File: src/rtl/mem_port_arbiter.sv
// Arbitrates one single-port memory between instruction fetch and load/store, data first.
// Define FETCH_BUF_EN to add a one-entry fetch buffer that serves repeated fetches locally.
`timescale 1ns/1ps
module mem_port_arbiter #(
   parameter int unsigned AW      = 32,
   parameter int unsigned DW      = 32,
   parameter int unsigned TIMEOUT = 255
) (
   input  logic          clk,
   input  logic          rst,
   input  logic          if_req,
   input  logic [AW-1:0] if_addr,
   output logic [DW-1:0] if_rdata,
   output logic          if_valid,
   input  logic          d_req,
   input  logic          d_we,
   input  logic [AW-1:0] d_addr,
   input  logic [DW-1:0] d_wdata,
   output logic [DW-1:0] d_rdata,
   output logic          d_done,
   output logic          mem_req,
   output logic          mem_we,
   output logic [AW-1:0] mem_addr,
   output logic [DW-1:0] mem_wdata,
   input  logic [DW-1:0] mem_rdata,
   input  logic          mem_ack,
   output logic          stall_fetch,
   output logic          stall_data,
   output logic          mem_err
);

   localparam int unsigned CW = $clog2(TIMEOUT + 1);
   localparam logic [DW-1:0] AbortWord = DW'(32'hDEADBEEF);

   typedef enum logic [1:0] {StIdle, StFetch, StData, StResp} stateT;

   stateT         state;
   logic [CW-1:0] waitCnt;

`ifdef FETCH_BUF_EN
   logic          bufValid;
   logic [AW-1:0] bufTag;
   logic [DW-1:0] bufWord;
`endif

   assign stall_fetch = if_req && !if_valid;
   assign stall_data  = d_req && !d_done;

   always_ff @(posedge clk or posedge rst) begin
      if (rst) begin
         state     <= StIdle;
         waitCnt   <= '0;
         mem_req   <= 1'b0;
         mem_we    <= 1'b0;
         mem_addr  <= '0;
         mem_wdata <= '0;
         if_rdata  <= '0;
         d_rdata   <= '0;
         if_valid  <= 1'b0;
         d_done    <= 1'b0;
         mem_err   <= 1'b0;
`ifdef FETCH_BUF_EN
         bufValid  <= 1'b0;
         bufTag    <= '0;
         bufWord   <= '0;
`endif
      end else begin
         if_valid <= 1'b0;
         d_done   <= 1'b0;
         unique case (state)
            StIdle: begin
               waitCnt <= '0;
               if (d_req) begin
                  state     <= StData;
                  mem_req   <= 1'b1;
                  mem_we    <= d_we;
                  mem_addr  <= d_addr;
                  mem_wdata <= d_wdata;
               end
`ifdef FETCH_BUF_EN
               else if (if_req && bufValid && (bufTag == if_addr)) begin
                  state    <= StResp;
                  if_rdata <= bufWord;
                  if_valid <= 1'b1;
               end
`endif
               else if (if_req) begin
                  state    <= StFetch;
                  mem_req  <= 1'b1;
                  mem_we   <= 1'b0;
                  mem_addr <= if_addr;
               end
            end
            StFetch, StData: begin
               // An ack in the final counted cycle still completes normally.
               if (mem_ack) begin
                  mem_req <= 1'b0;
                  state   <= StResp;
                  if (state == StFetch) begin
                     if_rdata <= mem_rdata;
                     if_valid <= 1'b1;
`ifdef FETCH_BUF_EN
                     bufValid <= 1'b1;
                     bufTag   <= mem_addr;
                     bufWord  <= mem_rdata;
`endif
                  end else begin
                     d_rdata <= mem_rdata;
                     d_done  <= 1'b1;
`ifdef FETCH_BUF_EN
                     if (mem_we && (mem_addr == bufTag)) bufValid <= 1'b0;
`endif
                  end
               end else if (waitCnt == CW'(TIMEOUT - 1)) begin
                  mem_req <= 1'b0;
                  mem_err <= 1'b1;
                  state   <= StResp;
                  if (state == StFetch) begin
                     if_rdata <= AbortWord;
                     if_valid <= 1'b1;
                  end else begin
                     d_rdata <= AbortWord;
                     d_done  <= 1'b1;
                  end
               end else begin
                  waitCnt <= waitCnt + 1'b1;
               end
            end
            StResp: state <= StIdle;
            default: state <= StIdle;
         endcase
      end
   end

endmodule

File: config.mk
export PLATFORM = sky130hd
export DESIGN_NAME = mem_port_arbiter
export DESIGN_NICKNAME = d
export VERILOG_FILES = /design/src/rtl/mem_port_arbiter.sv
export SDC_FILE = /design/constraint.sdc
export NUM_CORES = 1
export LEC_CHECK = 0
export BUFFER_PORTS_ARGS = -buffer_cell sky130_fd_sc_hd__buf_2
export CAP_MARGIN = 25
export CORE_MARGIN = 1
export CORE_UTILIZATION = 44
export CTS_BUF_LIST = sky130_fd_sc_hd__clkbuf_2
export CTS_CLUSTER_DIAMETER = 80
export DETAILED_ROUTE_END_ITERATION = 10
export PLACE_DENSITY_LB_ADDON = 0.25
export SLEW_MARGIN = 20
export SYNTH_ARGS = -nofsm -noshare
export SYNTH_HDL_FRONTEND = slang
export SYNTH_SLANG_ARGS = --single-unit
File: constraint.sdc
create_clock -name clk -period 4.05 [get_ports clk]
set_input_delay 0.2025 -clock clk [delete_from_list [all_inputs] [get_ports clk]]
set_output_delay 0.2025 -clock clk [all_outputs]
set_load 0.03 [all_outputs]
After elaboration in Yosys (flattened, before gate mapping). Cells that the tools add are included.

Bitwise logic cells: 2. Add/sub/neg operators: 1. Equal/unequal tests: 8. Mux-type cells: 33. Reduce and logical (&&, ||, !) cells: 17.

Operator list (count): 32-bit 2-to-1 mux (10); 8-bit 2-to-1 mux (2); 8-bit case mux with 2 select lines (1); 3-bit AND reduction (5); 1-bit 2-to-1 mux (14); 8-bit by 1-bit adder with 8-bit output, second input constant (1); 8-bit == test, second input constant (1); 2-bit 2-to-1 mux (4); 3-bit inequality test, second input constant (2); 2-bit case mux with 3 select lines (1); 2-bit AND reduction (3); 2-bit nonzero test (3); 2-bit == test, second input constant (2); 2-bit inequality test, second input constant (2); 2-bit by 1-bit == test with 1-bit output, second input constant (1); 1-bit logical AND (2); 1-bit zero test (2); 2-bit zero test (1); 1-bit NOT (2); 1-bit case mux with 2 select lines (1); 2-bit OR reduction (1).

Output and inout port bits: 135. Register bits after elaboration: 143. Word-level logic and storage cells: 72. Input port bits: 134.

Depth between registers and ports, before layout. Gate-level depths: netlist of run 1.

Depth after elaboration: 5. Mapped depth: 9. Depth with buffers taken out: 7.

Worst setup path after synthesis of run 1. OpenSTA, ideal clock, no wires.

Kind: register to register. From: register state[0]. To: register d_rdata[11]. Slack: 2.335 ns. Arrival time: 1.594 ns. Clock period less this slack: 1.715 ns. Cell stages (with the launch flop): 9. Library setup time: 0.121 ns. Required time: 3.929 ns. Buffers on the path: 1. Path through: dfrtp_1 inv_1 ha_1 inv_1 nor2_1 nand2_1 inv_2 buf_4 o22a_1.

Longest elaborated chain between the ends: 3. Elaborated cells between the ends (all ways): 5. Those cells by class: eq/ne: 2; bitwise: 1; reduce/logical: 2.

RTL lines: from (decl) (line 37) `stateT state;`; from (signal assigned) (line 51) `state <= StIdle;`; from (signal assigned) (line 74) `state <= StData;`; from (signal assigned) (line 88) `state <= StFetch;`; 2-bit by 1-bit == test with 1-bit output or 2-bit == test (tied branches) (line 70, 99, 118); 2-bit OR reduction or 1-bit NOT (tied branches); 3-bit AND reduction (no line) (*); to (signal assigned) (line 108) `d_rdata <= mem_rdata;`; to (signal assigned) (line 122) `d_rdata <= AbortWord;`; to (decl) (line 19) `output logic [DW-1:0] d_rdata,`.

Every way passes the cells marked *; elsewhere a longest branch is shown, timed or not. A chain may end at the register's enable or synchronous reset.

Worst setup path in the final report of run 1.
From: register state[0]. To: register d_rdata[0].

The elaborated chain is that of the path after synthesis.

==> results of run 1 <==
==> metrics by stage <==
step                      area [sq um]  setup WS, ns
after floorplan                   5770       0.00957
after CTS                         8910          1.57
after global routing              8960          1.45
final                             8960          1.63
after global placement            7220          1.71
after detailed placement          7220          1.57
==> worst paths after layout <==
check | depth (start not counted) | endpoint | start
worst max-delay path | 6 | d_rdata[0]$_DFFE_PP0P_ | state[0]$_DFFE_PP0P_
worst min-delay path | 3 | d_rdata[26]$_DFFE_PP0P_ | mem_rdata[26]
worst max register to register | 6 | d_rdata[0]$_DFFE_PP0P_ | state[0]$_DFFE_PP0P_
worst min register to register | 1 | mem_err$_DFFE_PP0P_ | mem_err$_DFFE_PP0P_
max in group asynchronous | 5 | mem_wdata[13]$_DFFE_PP0P_ | rst
min in group asynchronous | 4 | mem_addr[11]$_DFFE_PP0P_ | rst
==> power by group through the flow <==
stage                     registers, mW  clock network (mW)  logic (mW)
after floorplan                    3.75                   0        1.16
after global placement             2.44                   0        3.41
after detailed placement           2.47                   0        3.49
after CTS                          2.45               0.797        3.73
after global routing               2.55               0.864        4.03
final                              2.47               0.775        3.79
==> cells in the mapped netlist (2+ instances only) <==
cell type / n / share of area, %
dfrtp_1: 143 / 62
o22a_1: 49 / 7.4
nand2_1: 43 / 2.8
o21ai_0: 38 / 3.3
mux2_2: 32 / 6.2
mux2i_1: 32 / 5.6
a22o_1: 18 / 2.7
clkbuf_1: 14 / 0.91
buf_2: 10 / 0.87
inv_1: 7 / 0.46
nand3_1: 6 / 0.52
ha_1: 5 / 1.1
nor2_1: 5 / 0.33
nand2b_1: 4 / 0.43
o311ai_0: 4 / 0.61
a21oi_1: 3 / 0.26
buf_6: 3 / 0.59
a31oi_1: 2 / 0.22
and2_1: 2 / 0.22
buf_4: 2 / 0.26
nor2b_1: 2 / 0.22
nor3_1: 2 / 0.17
nor4_1: 2 / 0.22
o211ai_1: 2 / 0.26
==> layer usage <==
layer	share of wire, %	vias up	global-route usage (%)
met1	40	2555	29.7
met3	7.4	54	7.89
li1	-	2451	-
met5	0	-	0
met2	49	247	45.4
met4	4.1	0	15.0
==> what timing repair did <==
action                                  4_1_cts  5_1_grt
hold buffers                                147        1
endpoints found under the setup margin        0        0
hold endpoints to repair                    251       36
setup buffers                                 0        0
==> cell type report <==
type | count | share of cell area [%]
Sequential cell | 143 | 40.0
Timing Repair Buffer | 422 | 32.3
Multi-Input combinational cell | 264 | 22.5
Tap cell | 172 | 2.40
Clock inverter | 13 | 1.37
Clock buffer | 19 | 1.06
Inverter | 9 | 0.447
==> sequential cells by signal, indices dropped and copies added (netlist names) <==
| name | cells |
|---|---|
| if_rdata | 32 |
| d_done | 1 |
| if_valid | 1 |
| mem_we | 1 |
| mem_err | 1 |
| d_rdata | 32 |
| mem_req | 1 |
| mem_addr | 32 |
| mem_wdata | 32 |
| state | 2 |
| waitCnt | 8 |
==> worst max-delay path, cell delays in order, from the launching register on <==
cell     delay [ns]
dfrtp_1        0.43
inv_1          0.06
ha_1           0.56
inv_1          0.17
nor2_1         0.21
nand2_1        0.52
o22a_1         0.37
==> cell families after synthesis <==
| kind of cell | count (synthesis) | share of synthesized area, % |
|---|---|---|
| AOI/OAI and AO/OA | 121 | 15.6 |
| adders and majority gates | 5 | 1.08 |
| buffers and inverters | 38 | 3.23 |
| DFF | 143 | 62.1 |
| muxes | 64 | 11.8 |
| and+or+nand+nor | 74 | 6.27 |
==> results.toml, run 1 <==
[route]
vias = 5307
drt_first_pass_iters = 4
drt-total-wl_mm = 17.8
drtIter0Drc = 339
post-route-drc-count = 0
drt-wirelength-per-cell_microns = 17.1
vias_per_cell = 5.09
postRouteAntennaNets = 0

[timing]
worstMarginPinSlew_ns = 0.812
final-hold-violation-count = 0
slew_violations = 0
tns_ns = 0
max_freq_mhz = 414
slew_headroom_pct = 45.7
finalCritPeriodShare_pct = 59.7
setup_viol = 0
layout_min_cycle_time_ns = 2.42
rsz0062_at_grt = "false"
whs_ns = 0.253
skew_ns = 0.0265

[critical_path]
crit_required_ns = 4.65
ff2ff_setup_slack_ns = 1.63
worstSetupPathType = "reg2reg"
path_max_fanout = 24
critPathCaptureType = "register"
arrival_ns = 3.02
start_kind = "register"

[die]
coreArea_sq_mm = 0.0127
die_h_microns = 116
row_count = 41
die-area_sq_mm = 0.0136
fp.dieW_microns = 116
ios = 269
start_util_pct = 45.3

[finish]
syn_to_final_growth_pct = 55.3
fin_nets = 996
final_common_cell = "buf_2"
final_cell_mix = "buf_2 (268), dlygate4sd3_1 (148), dfrtp_1 (143), o22a_1 (49), nand2_1 (43)"
n_fill_cell = 896
regArea_sq_mm = 0.00358
n_antenna_cell = 0
multi_input_area_sq_mm = 0.00201
final_util_pct = 70.4
final_layout_size_suffix_gt1_share_pct = 39.3
fin_cells = 1042

[synthesis]
async_reset_ff_share_pct = 100
yosys_warnings = 0
synthesis.area_sq_mm = 0.00577
synth_seq_cells = 143
avgSynthCellArea_sq_um = 13.0
yosys_most_used_dff = "dfrtp_1"
seq_area_frac_synth_pct = 62.1
synth_cell_types = 39
syn-num-nets = 584
syn_inst = 445
synth-edff-count = 0

[placement]
io_buffers = 268
dpl.hpwl_mm = 10.4
globalplace.congestion = 0.774
dp.cells = 860

[grt]
grt_first_pass_wirelength_mm = 27.0
grt.total_usage_pct = 26.6
antenna_found_initial = 0
grt_pass1_vias = 5478
grt_max_degree = 116
overflow = 0

[clock_tree]
cts_tree = "built"
cts_buffers = 17
clkLatencyLatePin_ns = 0.70
htreeDepth = 4
cts_max_path_buffers = 2
cts_root_buf = "clkbuf_2"
cts_sinks = 143
cts.repair.resized = 0
path_clk_slew_ns = 0.21

[power]
clockPowerShare_pct = 11.0
power_frac_comb_pct = 53.8
p_leak_nw = 4.40
power.internal_mw = 3.72
p_seq_share_pct = 35.1
peakVddDrop_mv = 0.473
p_sw_mw = 3.32
switching_share_pct = 47.2
power_mw = 7.03
powerDensity_mw_per_mm2 = 785

[hold_path]
hold_path.class = "in2reg"

[status]
status = "complete, no violations"

[job]
drv_cap = 0
No activity file was read; power rests on OpenSTA's default activity.
==> run 2: changes to the inputs <==
--- a/config.mk
+++ b/config.mk
@@ -8,7 +8,7 @@
 export BUFFER_PORTS_ARGS = -buffer_cell sky130_fd_sc_hd__buf_2
 export CAP_MARGIN = 25
 export CORE_MARGIN = 1
-export CORE_UTILIZATION = 44
+export CORE_UTILIZATION = 48
 export CTS_BUF_LIST = sky130_fd_sc_hd__clkbuf_2
 export CTS_CLUSTER_DIAMETER = 80
 export DETAILED_ROUTE_END_ITERATION = 10
==> constraint.sdc (replaced) <==
create_clock -name clk -period 2.4 [get_ports clk]
set_input_delay 0.12 -clock clk [delete_from_list [all_inputs] [get_ports clk]]
set_output_delay 0.12 -clock clk [all_outputs]
set_load 0.03 [all_outputs]
==> run 2 against run 1 <==
The run now ends with design-rule violations left. Routed wire length rose by 3.4%. Core utilization rose by 7.4 points. Register-to-register slack got worse by 1.5 ns. First-iteration DRC count rose by 24%. Worst hold slack got worse by 0.18 ns. Critical endpoint is now mem_req$_DFFE_PP0P_.
==> results.toml, run 2 (synthesis results as in run 1) <==
[critical_path]
start_kind = "register"
r2r_cells = 8
worstReg2RegStart = "waitCnt[0]$_DFFE_PP0P_"
arrival_ns = 2.83
crit_path_cell_trace = "inv_1 -> ha_1 -> nand3_2 -> o21bai_2 -> buf_4 -> o21ai_0 -> a22o_1 -> dlygate4sd3_1"
worstSetupPathType = "reg2reg"
r2r-end = "mem_req$_DFFE_PP0P_"
cp_slowest_stage_delay_ns = 0.54
ff2ff_setup_slack_ns = 0.17
crit_required_ns = 3.00
critPathCaptureType = "register"
cp_slowest_cell = "dlygate4sd3_1"
path_max_fanout = 9

[finish]
final_common_cell = "buf_2"
syn_to_final_growth_pct = 56.0
fin_nets = 1001
fin_area_sq_mm = 0.00900
final_layout_size_suffix_gt1_share_pct = 39.9
final_cell_mix = "buf_2 (268), dlygate4sd3_1 (148), dfrtp_1 (143), o22a_1 (49), nand2_1 (43)"
n_antenna_cell = 0
multi_input_area_sq_mm = 0.00201
n_fill_cell = 709
regArea_sq_mm = 0.00358
final_util_pct = 77.8

[timing]
worstMarginPinSlew_ns = 0.756
finalCritPeriodShare_pct = 93.1
rsz0062_at_grt = "false"
setup_viol = 0
slew_violations = 0
tns_ns = 0
worst_slack_ns = 0.166
max_freq_mhz = 448
layout_min_cycle_time_ns = 2.23
slew_headroom_pct = 49.5
skew_ns = 0.0397
final-hold-violation-count = 0

[clock_tree]
htreeDepth = 4
cts_buffers = 17
cts_max_path_buffers = 2
cts_sinks = 143
cts_tree = "built"
clkLatencyLatePin_ns = 0.70
cts_root_buf = "clkbuf_2"
path_clk_slew_ns = 0.20
post_cts_buffers = 0

[grt]
overflow = 0
grt_max_degree = 62
grt_pass1_vias = 5842
grt_first_pass_wirelength_mm = 29.7
grt.total_usage_pct = 30.9
antenna_found_initial = 0

[status]
violations = "design-rule violations"
status = "complete, but fails checks"

[route]
drt-wirelength-per-cell_microns = 18.1
postRouteAntennaNets = 0
vias_per_cell = 5.33
drtIter0Drc = 419
drt_first_pass_iters = 8
vias = 5427
post-route-drc-count = 20
drt-total-wl_mm = 18.4

[die]
start_util_pct = 49.9
coreArea_sq_mm = 0.0116
ios = 269
row_count = 39
die_h_microns = 112
die-area_sq_mm = 0.0125
fp.dieW_microns = 112

[job]
drv_cap = 0

[power]
power_mw = 12.2
p_leak_nw = 4.43
peakVddDrop_mv = 0.880
powerDensity_mw_per_mm2 = 1360

[placement]
globalplace.congestion = 0.854
io_buffers = 268
dpl_cell_area_sq_mm = 0.00726
dpl.hpwl_mm = 10.7
pre_cts_ws_ns = 0.529

[hold_path]
hold_path.class = "in2async"
[run 2: worst max-delay path by stage]
stage | start | to | slack [ns] | cells after the start
2_1_floorplan | rst | d_done$_DFF_PP0_ | 0.49 | 1
3_3_place_gp | waitCnt[0]$_DFFE_PP0P_ | if_rdata[2]$_DFFE_PP0P_ | 0.62 | 7
3_5_place_dp | waitCnt[0]$_DFFE_PP0P_ | if_rdata[18]$_DFFE_PP0P_ | 0.53 | 7
4_1_cts | waitCnt[0]$_DFFE_PP0P_ | mem_req$_DFFE_PP0P_ | 0.14 | 8
5_1_grt | state[0]$_DFFE_PP0P_ | mem_addr[5]$_DFFE_PP0P_ | 0.02 | 6
6_report | waitCnt[0]$_DFFE_PP0P_ | mem_req$_DFFE_PP0P_ | 0.17 | 8
[run 2: power by group]
group          leakage [nW]  total (mW)  switching [mW]  internal, mW
Combinational          2.58        6.54            4.21          2.33
Clock                 0.146        1.48           0.887         0.591
Sequential             1.70        4.19           0.657          3.53
Total                  4.43        12.2            5.76          6.45
[run 2: layout make-up]
cell class	instances	area share (%)
clock inverter	13	1.82
sequential	143	39.8
inverter	9	0.431
multi-input combinational	264	22.4
tap	143	1.99
timing repair buffer	427	32.6
clock buffer	19	1.06
[run 2: repair_timing]
| action | in CTS | in global routing |
|---|---|---|
| hold buffers | 148 | 0 |
| endpoints found under the hold margin | 218 | 0 |
| gates resized for setup | 0 | 0 |
[run 2: metrics by stage]
step                      hold WS, ns  cells
after global placement          0.283    838
final                          0.0742   1018
after detailed placement        0.288    838
after global routing           0.0934   1018
after floorplan                 0.246    445
after CTS                      0.0337   1018
[run 2: metal layers]
| layer | part of all wire [%] | track usage, % |
|---|---|---|
| met3 | 6.8 | 8.00 |
| met1 | 39 | 36.0 |
| met4 | 4.7 | 17.9 |
| met5 | 0 | 0 |
| met2 | 50 | 52.0 |
[run 2: critical path: cells and delay by family (launching register included)]
family | cells | cell delay [ns]
buffers and inverters | 3 | 0.84
and+or+nand+nor | 1 | 0.12
adders and majority gates | 1 | 0.15
AOI/OAI and AO/OA | 3 | 0.55
DFF | 1 | 0.49
==> run 3: changes to the inputs <==
--- a/config.mk
+++ b/config.mk
@@ -12,7 +12,9 @@
 export CTS_BUF_LIST = sky130_fd_sc_hd__clkbuf_2
 export CTS_CLUSTER_DIAMETER = 80
 export DETAILED_ROUTE_END_ITERATION = 10
+export GPL_ROUTABILITY_DRIVEN = 0
 export PLACE_DENSITY_LB_ADDON = 0.25
+export REMOVE_ABC_BUFFERS = 1
 export SLEW_MARGIN = 20
 export SYNTH_ARGS = -nofsm -noshare
 export SYNTH_HDL_FRONTEND = slang
==> run 3 against run 2 <==
The flow still finishes with violations (design-rule violations). Count of clock-buffer cells in the layout is 5 higher. Die area unchanged. Global-route usage increased by 0.34 points. Combinational power fell by 1%. Sequential share of layout area is 0.41 points higher. Sequential cell count unchanged. Via count is 0.87% higher. Critical endpoint is now mem_addr[3]$_DFFE_PP0P_. Setup slack worse by 0.12 ns. Non-clock buffer count is 3 lower. Design area is 1.0% lower. Routed wire length is 1.5% higher.
==> results.toml, run 3 (synthesis results as in run 1) <==
[critical_path]
start_kind = "input port"
path_max_fanout = 35
ff2ff_setup_slack_ns = 0.35
r2r-end = "d_rdata[31]$_DFFE_PP0P_"
arrival_ns = 2.95
critPathCaptureType = "register"
crit_required_ns = 3.00
cp-startpoint = "d_req"
worstReg2RegStart = "waitCnt[0]$_DFFE_PP0P_"
crit_end = "mem_addr[3]$_DFFE_PP0P_"
r2r_cells = 8
worstSetupPathType = "in2reg"

[power]
p_seq_share_pct = 35.4
peakVddDrop_mv = 0.999
power.internal_mw = 6.23
powerDensity_mw_per_mm2 = 1340
p_leak_nw = 4.40
clockPowerShare_pct = 10.2
power_frac_comb_pct = 54.4
power_mw = 11.9
switching_share_pct = 47.7
p_sw_mw = 5.67

[timing]
max_freq_mhz = 426
final-hold-violation-count = 0
finalCritPeriodShare_pct = 97.9
slew_violations = 0
setup_viol = 0
skew_ns = 0.0439
worstMarginPinSlew_ns = 0.710
whs_ns = 0.0595
slew_headroom_pct = 52.7
layout_min_cycle_time_ns = 2.35
rsz0062_at_grt = "false"

[finish]
syn_to_final_growth_pct = 54.4
final_cell_mix = "buf_2 (268), dlygate4sd3_1 (145), dfrtp_1 (143), o22a_1 (49), nand2_1 (43)"
final_layout_size_suffix_gt1_share_pct = 40.1
fin_nets = 998
final_common_cell = "buf_2"

[clock_tree]
htreeDepth = 4
clkLatencyLatePin_ns = 0.71
cts_tree = "built"
cts_sinks = 143
cts_buffers = 17
path_clk_slew_ns = 0.19
cts_root_buf = "clkbuf_2"
cts_max_path_buffers = 2
post_cts_buffers = 0

[grt]
grt_first_pass_wirelength_mm = 29.8
antenna_found_initial = 1
grt_max_degree = 80
overflow = 0
grt_pass1_vias = 5848
grt.total_usage_pct = 31.3

[die]
row_count = 39
start_util_pct = 49.9
ios = 269
fp.dieW_microns = 112
coreArea_sq_mm = 0.0116
die-area_sq_mm = 0.0125
die_h_microns = 112

[route]
vias_per_cell = 5.39
vias = 5474
drtIter0Drc = 288
drt_first_pass_iters = 8
drt-total-wl_mm = 18.7
postRouteAntennaNets = 0
drt-wirelength-per-cell_microns = 18.4
post-route-drc-count = 16

[hold_path]
hold_path.class = "in2async"

[status]
status = "complete, but fails checks"
violations = "design-rule violations"

[placement]
dpl.hpwl_mm = 10.7
io_buffers = 268

[job]
drv_cap = 0
==> run 3: cell types whose count changed in the layout (fill, tap and decap cells not counted) <==
cell	previous run	this run
clkinv_2	1	4
bufinv_16	3	1
diode_2	0	1
clkinvlp_4	4	1
clkinv_1	2	1
clkinv_4	4	1
o21bai_4	0	1
o21bai_2	1	0
clkbuf_2	19	24
dlygate4sd3_1	148	145
==> run 3: metrics by stage <==
stage	area (sq um)	setup TNS [ns]	utilization [%]	setup WS [ns]	instances
3_3_place_gp	7260	0	62.8	0.392	838
4_1_cts	8900	0	76.9	0.204	1014
5_1_grt	8910	0	77.0	0.0327	1015
2_1_floorplan	5620	-225.66	-	-1.56	416
6_report	8910	0	77.0	0.0513	1015
3_5_place_dp	7260	0	62.8	0.239	838
==> run 3: cell type report <==
class | instances | area [sq um]
diodes | 1 | 2.50
flip-flops and latches | 143 | 3580
well taps | 143 | 179
clock inverters | 7 | 65.1
inverters | 9 | 40.0
clock buffers | 24 | 120
multi-input cells | 264 | 2020
fillers | 669 | 2660
repair buffers | 424 | 2900
==> run 3: timing repair <==
| item | in CTS | in global routing |
|---|---|---|
| hold buffers | 145 | 0 |
| endpoints found under the setup margin | 0 | 3 |
| endpoints found under the hold margin | 212 | 0 |
| gates resized for setup | 0 | 1 |
==> run 3: critical path, cell delays in order <==
cell	delay, ns
dlygate4sd3_1	0.56
buf_2	0.16
buf_4	0.50
mux2i_1	0.28
dlygate4sd3_1	0.60
o21ai_0	0.09
dlygate4sd3_1	0.61
==> run 3: how the worst min path moves through the flow <==
stage / startpoint / end / slack, ns
after floorplan: mem_rdata[0] / d_rdata[0]$_DFFE_PP0P_ / 0.25
after global placement: rst / if_rdata[11]$_DFFE_PP0P_ / 0.28
after detailed placement: rst / if_rdata[11]$_DFFE_PP0P_ / 0.29
after CTS: rst / waitCnt[5]$_DFFE_PP0P_ / 0.05
after global routing: rst / if_rdata[11]$_DFFE_PP0P_ / 0.06
final: rst / mem_addr[26]$_DFFE_PP0P_ / 0.06
==> run 3: per-layer routing <==
layer / global-route usage, % / vias to the layer above / wire length [microns]
met4: 15.4 / 0 / 651
li1: - / 2448 / -
met3: 10.1 / 68 / 1540
met2: 55.3 / 303 / 9740
met5: 0 / - / 0
met1: 33.8 / 2655 / 6790
==> run 3: power by group through the flow <==
stage | registers, mW | logic [mW] | clock network, mW
after floorplan | 6.32 | 1.84 | 0
after global placement | 4.13 | 5.86 | 0
after detailed placement | 4.17 | 5.98 | 0
after CTS | 4.14 | 6.34 | 1.23
after global routing | 4.33 | 6.84 | 1.34
final | 4.21 | 6.47 | 1.22
